`config.mk`:
```
export PLATFORM = sky130hd
export DESIGN_NAME = coreapb3_resp_mux
export DESIGN_NICKNAME = d
export VERILOG_FILES = /design/src/rtl/coreapb3_resp_mux.sv
export SDC_FILE = /design/constraint.sdc
export NUM_CORES = 1
export LEC_CHECK = 0
export ABC_CLOCK_PERIOD_IN_PS = 49300
export BUFFER_PORTS_ARGS = -buffer_cell sky130_fd_sc_hd__clkbuf_2
export CORE_AREA = 2 2 250 252
export CTS_CLUSTER_SIZE = 40
export DETAILED_ROUTE_END_ITERATION = 8
export DIE_AREA = 0 0 252 254
export GPL_TIMING_DRIVEN = 0
export PLACE_DENSITY = 0.45
export SLEW_MARGIN = 20
export SYNTH_ARGS = -nofsm -noshare
export SYNTH_HDL_FRONTEND = slang
export SYNTH_SLANG_ARGS = --single-unit
```
`constraint.sdc`:
```
create_clock -name PCLK -period 49.3 [get_ports PCLK]
set_input_delay 12.325 -clock PCLK [delete_from_list [all_inputs] [get_ports PCLK]]
set_output_delay 12.325 -clock PCLK [all_outputs]
set_load 0.03 [all_outputs]
```
`src/rtl/coreapb3_resp_mux.sv`:
```
// rtl/coreapb3_resp_mux.sv - APB3 slave response multiplexer with access watchdog
//
// Routes the selected slave's read data, ready and error back to the APB
// master. A watchdog detects a selected slave that holds PREADY low. When the
// slave stays unready for TIMEOUT_CYCLES access cycles, the watchdog ends the
// transfer with an error response.
//
// Ports:
//   PCLK, PRESETN    clock, asynchronous active-low reset
//   PSELS            one-hot slot select from the decoder
//   PENABLE          APB access phase
//   PRDATAS          packed per-slot read data, slot n at [n*DATA_WIDTH +: DATA_WIDTH]
//   PREADYS          per-slot ready
//   PSLVERRS         per-slot error
//   PREADY           muxed ready to the master
//   PSLVERR          muxed error to the master
//   PRDATA           muxed read data to the master
//   TO_CLR           pulse that clears TO_FLAG
//   TO_FLAG          sticky flag, set when a timeout has occurred
//   TO_SLOT          index of the slot that last timed out
module coreapb3_resp_mux #(
  parameter int NUM_SLOTS      = 17,
  parameter int DATA_WIDTH     = 32,
  parameter int TIMEOUT_EN     = 1,
  parameter int TIMEOUT_CYCLES = 256,
  parameter int NOSEL_ERR      = 0
) (
  input  logic                            PCLK,
  input  logic                            PRESETN,
  input  logic [NUM_SLOTS-1:0]            PSELS,
  input  logic                            PENABLE,
  input  logic [NUM_SLOTS*DATA_WIDTH-1:0] PRDATAS,
  input  logic [NUM_SLOTS-1:0]            PREADYS,
  input  logic [NUM_SLOTS-1:0]            PSLVERRS,
  output logic                            PREADY,
  output logic                            PSLVERR,
  output logic [DATA_WIDTH-1:0]           PRDATA,
  input  logic                            TO_CLR,
  output logic                            TO_FLAG,
  output logic [4:0]                      TO_SLOT
);

  localparam bit        TO_ENABLE  = (TIMEOUT_EN != 0);
  localparam bit        NOSEL_RESP = (NOSEL_ERR != 0);
  // The counter value reached at the edge that ends the last allowed unready cycle.
  localparam logic [15:0] CNT_LAST = 16'(TIMEOUT_CYCLES - 1);

  typedef enum logic [1:0] {
    ST_IDLE    = 2'd0,
    ST_ACCESS  = 2'd1,
    ST_TIMEOUT = 2'd2
  } state_t;

  state_t                state_q, state_d;
  logic [15:0]           wait_cnt_q, wait_cnt_d;
  logic [4:0]            cur_idx_q, cur_idx_d;
  logic                  to_flag_q;
  logic [4:0]            to_slot_q;
  logic                  to_set;

  logic [5:0]            sel_cnt;
  logic [4:0]            sel_idx;
  logic                  sel_ready;
  logic                  sel_err;
  logic [DATA_WIDTH-1:0] sel_data;
  logic                  sel_none;
  logic                  sel_one;
  logic                  sel_multi;
  logic [15:0]           cnt_inc;

  // Slot decode. The loop also counts the set select bits, so a multi-select
  // can be flagged instead of OR-ing several slaves together.
  always_comb begin
    sel_cnt   = '0;
    sel_idx   = '0;
    sel_ready = 1'b0;
    sel_err   = 1'b0;
    sel_data  = '0;
    for (int n = 0; n < NUM_SLOTS; n++) begin
      if (PSELS[n]) begin
        sel_cnt   = sel_cnt + 6'd1;
        sel_idx   = 5'(n);
        sel_ready = PREADYS[n];
        sel_err   = PSLVERRS[n];
        sel_data  = PRDATAS[n*DATA_WIDTH +: DATA_WIDTH];
      end
    end
  end

  assign sel_none  = (sel_cnt == 6'd0);
  assign sel_one   = (sel_cnt == 6'd1);
  assign sel_multi = (sel_cnt > 6'd1);
  assign cnt_inc   = wait_cnt_q + 16'd1;

  // Watchdog FSM next state. Only a clean single-slot access can stall.
  // Multi-select and no-select already complete at once with PREADY=1.
  always_comb begin
    state_d    = state_q;
    wait_cnt_d = wait_cnt_q;
    cur_idx_d  = cur_idx_q;
    to_set     = 1'b0;
    case (state_q)
      ST_IDLE: begin
        if (TO_ENABLE && sel_one && PENABLE && !sel_ready) begin
          state_d    = ST_ACCESS;
          wait_cnt_d = '0;
          cur_idx_d  = sel_idx;
        end
      end
      ST_ACCESS: begin
        // Dropped select, dropped enable or a different slot means the master
        // abandoned the transfer. A completing slave also ends it.
        if (!sel_one || !PENABLE || (sel_idx != cur_idx_q) || sel_ready) begin
          state_d    = ST_IDLE;
          wait_cnt_d = '0;
        end else if (cnt_inc >= CNT_LAST) begin
          state_d    = ST_TIMEOUT;
          wait_cnt_d = cnt_inc;
          to_set     = 1'b1;
        end else begin
          wait_cnt_d = cnt_inc;
        end
      end
      ST_TIMEOUT: begin
        state_d    = ST_IDLE;
        wait_cnt_d = '0;
      end
      default: begin
        state_d    = ST_IDLE;
        wait_cnt_d = '0;
      end
    endcase
  end

  always_ff @(posedge PCLK or negedge PRESETN) begin
    if (!PRESETN) begin
      state_q    <= ST_IDLE;
      wait_cnt_q <= '0;
      cur_idx_q  <= '0;
    end else begin
      state_q    <= state_d;
      wait_cnt_q <= wait_cnt_d;
      cur_idx_q  <= cur_idx_d;
    end
  end

  // A new timeout beats a clear that arrives on the same edge.
  // A clear does not change TO_SLOT, so it keeps the last timed-out slot.
  always_ff @(posedge PCLK or negedge PRESETN) begin
    if (!PRESETN) begin
      to_flag_q <= 1'b0;
      to_slot_q <= '0;
    end else begin
      if (to_set) begin
        to_flag_q <= 1'b1;
        to_slot_q <= cur_idx_q;
      end else if (TO_CLR) begin
        to_flag_q <= 1'b0;
      end
    end
  end

  // Response mux. The TIMEOUT state overrides the slave, even if the slave
  // asserts ready in the same cycle. The PRESETN gate keeps reset from
  // exposing the forced response.
  always_comb begin
    PREADY  = 1'b1;
    PSLVERR = 1'b0;
    PRDATA  = '0;
    if ((state_q == ST_TIMEOUT) && PRESETN) begin
      PREADY  = 1'b1;
      PSLVERR = 1'b1;
    end else if (sel_none) begin
      PSLVERR = NOSEL_RESP;
    end else if (sel_multi) begin
      PSLVERR = 1'b1;
    end else begin
      PREADY  = sel_ready;
      PSLVERR = sel_err;
      PRDATA  = sel_data;
    end
  end

  assign TO_FLAG = to_flag_q;
  assign TO_SLOT = to_slot_q;

endmodule

```
==> results.py <==
metrics = {
    "clocking": {
        "postCtsResizedCells": 0,
        "cts.reportedPaths.clkPinSlew_ns": 0.05,
        "postCtsSetupRepairBufs": 0,
        "cts_buffers": 5,
        "cts_hold_buf": 0,
        "clock_path_buffers": 2,
        "worstSkewPairLatency_ns": 0.28,
        "cts_tree": "built",
        "htree_levels": 2,
        "clock-root-buffer": "clkbuf_16",
        "cts.sinks": 29,
    },
    "logic_synthesis": {
        "ys_ff_latch": 29,
        "seq_area_frac_synth_pct": 8.17,
        "postSynthAreaPerCell_sq_um": 6.89,
        "yosysTopAreaCell": "dfrtp_1",
        "synth.net_count": 1908,
        "netlist_instances": 1289,
        "netlist.area_leader.share_pct": 8.17,
        "synth_ff_type": "dfrtp_1",
        "ys_async_sr_fraction_pct": 100,
        "yosysWarnings": 0,
        "ys_types": 88,
        "synth-edff-count": 0,
        "syn-cell-area_sq_um": 8890,
        "synth_area_leaders": "dfrtp_1 (8.2%), a221oi_1 (7.8%), o21ai_0 (7.0%), nand2_1 (6.9%), mux2i_1 (5.4%)",
    },
    "sta": {
        "finalSetupViolations": 0,
        "slew_headroom_pct": 23.1,
        "slew_viol_final": 0,
        "rsz0062_at_grt": "no",
        "tightest_slew_ns": 1.15,
        "tns_ns": 0,
        "fin_crit_sh_pct": 78.2,
        "fmax_mhz": 25.9,
        "clock-skew-final_ns": 0.00861,
        "hold-worst-slack_ns": 0.506,
        "fin_crit_ns": 38.58,
        "fin_ws_ns": 10.72,
        "hold_viol_final": 0,
    },
    "min_path": {
        "min_path_cells": 1,
        "hp-start": "TO_FLAG",
        "hold_class": "reg -> reg",
        "whs_endpoint": "TO_FLAG",
    },
    "critical_path": {
        "r2r_slack_ns": 45.86,
        "startpoint_type": "input pin",
        "arrival_ns": 26.25,
        "rr_worst_depth": 11,
        "cp_top_family": "buffers and inverters",
        "critPathKind": "in -> out",
        "worst-path-max-fanout": 10,
        "worstReg2RegStart": "wait_cnt_q[0]",
        "r2r-end": "TO_SLOT[4]",
        "crit_start": "PSELS[1]",
        "cp_slowest_cell": "clkbuf_1",
        "crit_path_max_incr_delay_ns": 0.67,
        "cp_common_cell": "ha_1",
        "worstSetupEndpointType": "output port",
        "path_buf_inv": 12,
        "required_ns": 36.97,
    },
    "placement": {
        "dpl.hpwl_um": 61200,
        "gp_congestion": 1.03,
        "pre_cts_ws_ns": 10.81,
        "io_buffers": 627,
    },
    "floorplan": {
        "initial_core_util_pct": 14.5,
        "fp.dieArea_sq_um": 64000,
        "core_area_sq_um": 61300,
        "rows": 91,
        "die_h_um": 254,
        "io_pins": 639,
        "die_x_um": 252,
    },
    "final_layout": {
        "layout-drive-gt1-share_pct": 36.2,
        "final_common_cell": "clkbuf_2",
        "final_cell_mix": "clkbuf_2 (628), nand2_1 (163), o21ai_0 (124)",
        "fin_nets": 2542,
        "area_delta_synth_final_pct": 48.5,
    },
    "detailed_routing": {
        "ant_nets": 0,
        "routed_via_density": 5.00,
        "totalWireLength_um": 70300,
        "post-route-drc-count": 0,
        "num_vias": 13600,
        "wl_per_cell_um": 25.8,
        "drt-pass1-iter-count": 7,
        "drtIter0Drc": 1128,
    },
    "grt": {
        "grt_max_degree": 31,
        "grt_pass1_vias": 13400,
        "grt_pass1_wl_um": 95900,
        "grt-ovfl-total": 0,
        "grt_usage_pct": 20.7,
        "antenna_found_initial": 23,
    },
    "pwr": {
        "power_density_nw_per_um2": 34.1,
        "cellLeakagePower_nw": 6.18,
        "max-vdd-ir-drop_mv": 0.0296,
    },
    "status": {
        "status": "finished, final reports clean",
    },
    "flow_run": {
        "cap_violations": 0,
    },
}
synthesized netlist by cell type (all sizes together) (4+ instances only):
master and instances:
buf 23, or2 11, nand3 20, o21ai 125, a221o 21, a221oi 79
nand3b 6, mux2 13, a31oi 9, nor3 16, and3 13, and2 16
a22oi 20, nor2 86, nor3b 5, a211oi 5, xnor2 33, o211ai 19
o221ai 47, o2111ai 4, a21oi 63, a21o 22, inv 31, xor2 16
o22ai 55, nand2b 17, o311ai 8, nor2b 32, or3 10, nand4 10
o31ai 9, xnor3 11, o31a 26, nor4 4, nand2 163, ha 20
mux2i 48, dfrtp 29, clkbuf 95
sequential cells by signal (all words and copies together) (netlist names):
register / count
state_q: 2
cur_idx_q: 5
wait_cnt_q: 16
TO_FLAG: 1
TO_SLOT: 5
final cells by class:
class / count / area (sq um)
plain buffers: 118 / 477
fillers: 7104 / 48100
clock buffers: 7 / 143
flip-flops and latches: 29 / 726
well taps: 790 / 988
inverters: 34 / 129
repair buffers: 627 / 3140
clock inverters: 1 / 30.0
multi-input cells: 1108 / 7560
diodes: 6 / 15.0
stage by stage:
stage	total power, mW	cells	util (%)	instance area (sq um)
after floorplan	0.296	1289	-	8890
after global placement	0.404	2706	21.2	13000
after detailed placement	0.409	2706	21.2	13000
after CTS	0.448	2714	21.5	13200
after global routing	0.485	2718	21.5	13200
final	0.450	2720	21.6	13200
worst register-to-register path: cells and delay by family (launching register included):
| kind | cells | cell delay, ns |
|---|---|---|
| AOI/OAI and AO/OA | 2 | 0.22 |
| and+or+nand+nor | 7 | 2.17 |
| DFF | 1 | 0.40 |
| adders and majority gates | 1 | 0.23 |
| muxes | 1 | 0.31 |
worst max-delay path by stage:
stage / to / cells after the start
after floorplan: PRDATA[27] / 56
after global placement: PRDATA[24] / 58
after detailed placement: PRDATA[24] / 58
after CTS: PRDATA[24] / 58
after global routing: PRDATA[24] / 58
final: PRDATA[22] / 58
layer usage:
layer | GRT usage [%] | vias to the layer above | routed length, um
met4 | 4.78 | 14 | 1670
li1 | - | 6284 | -
met2 | 34.4 | 785 | 31700
met1 | 27.0 | 6411 | 30700
met3 | 4.71 | 112 | 6050
met5 | 0 | - | 100
where the power goes:
group          switching, mW  internal (mW)
Combinational          0.234          0.152
Clock                 0.0111         0.0252
Sequential           0.00176         0.0256
cells by family after synthesis:
logic type | after synthesis | synth area share [%]
mux | 61 | 7.05
buf+inv | 152 | 6.81
flops | 29 | 8.17
xor+xnor | 62 | 8.70
fa+ha+maj | 20 | 2.82
simple gates | 421 | 22.8
compound gates | 544 | 43.7
Power figures use the tool's default switching activity.
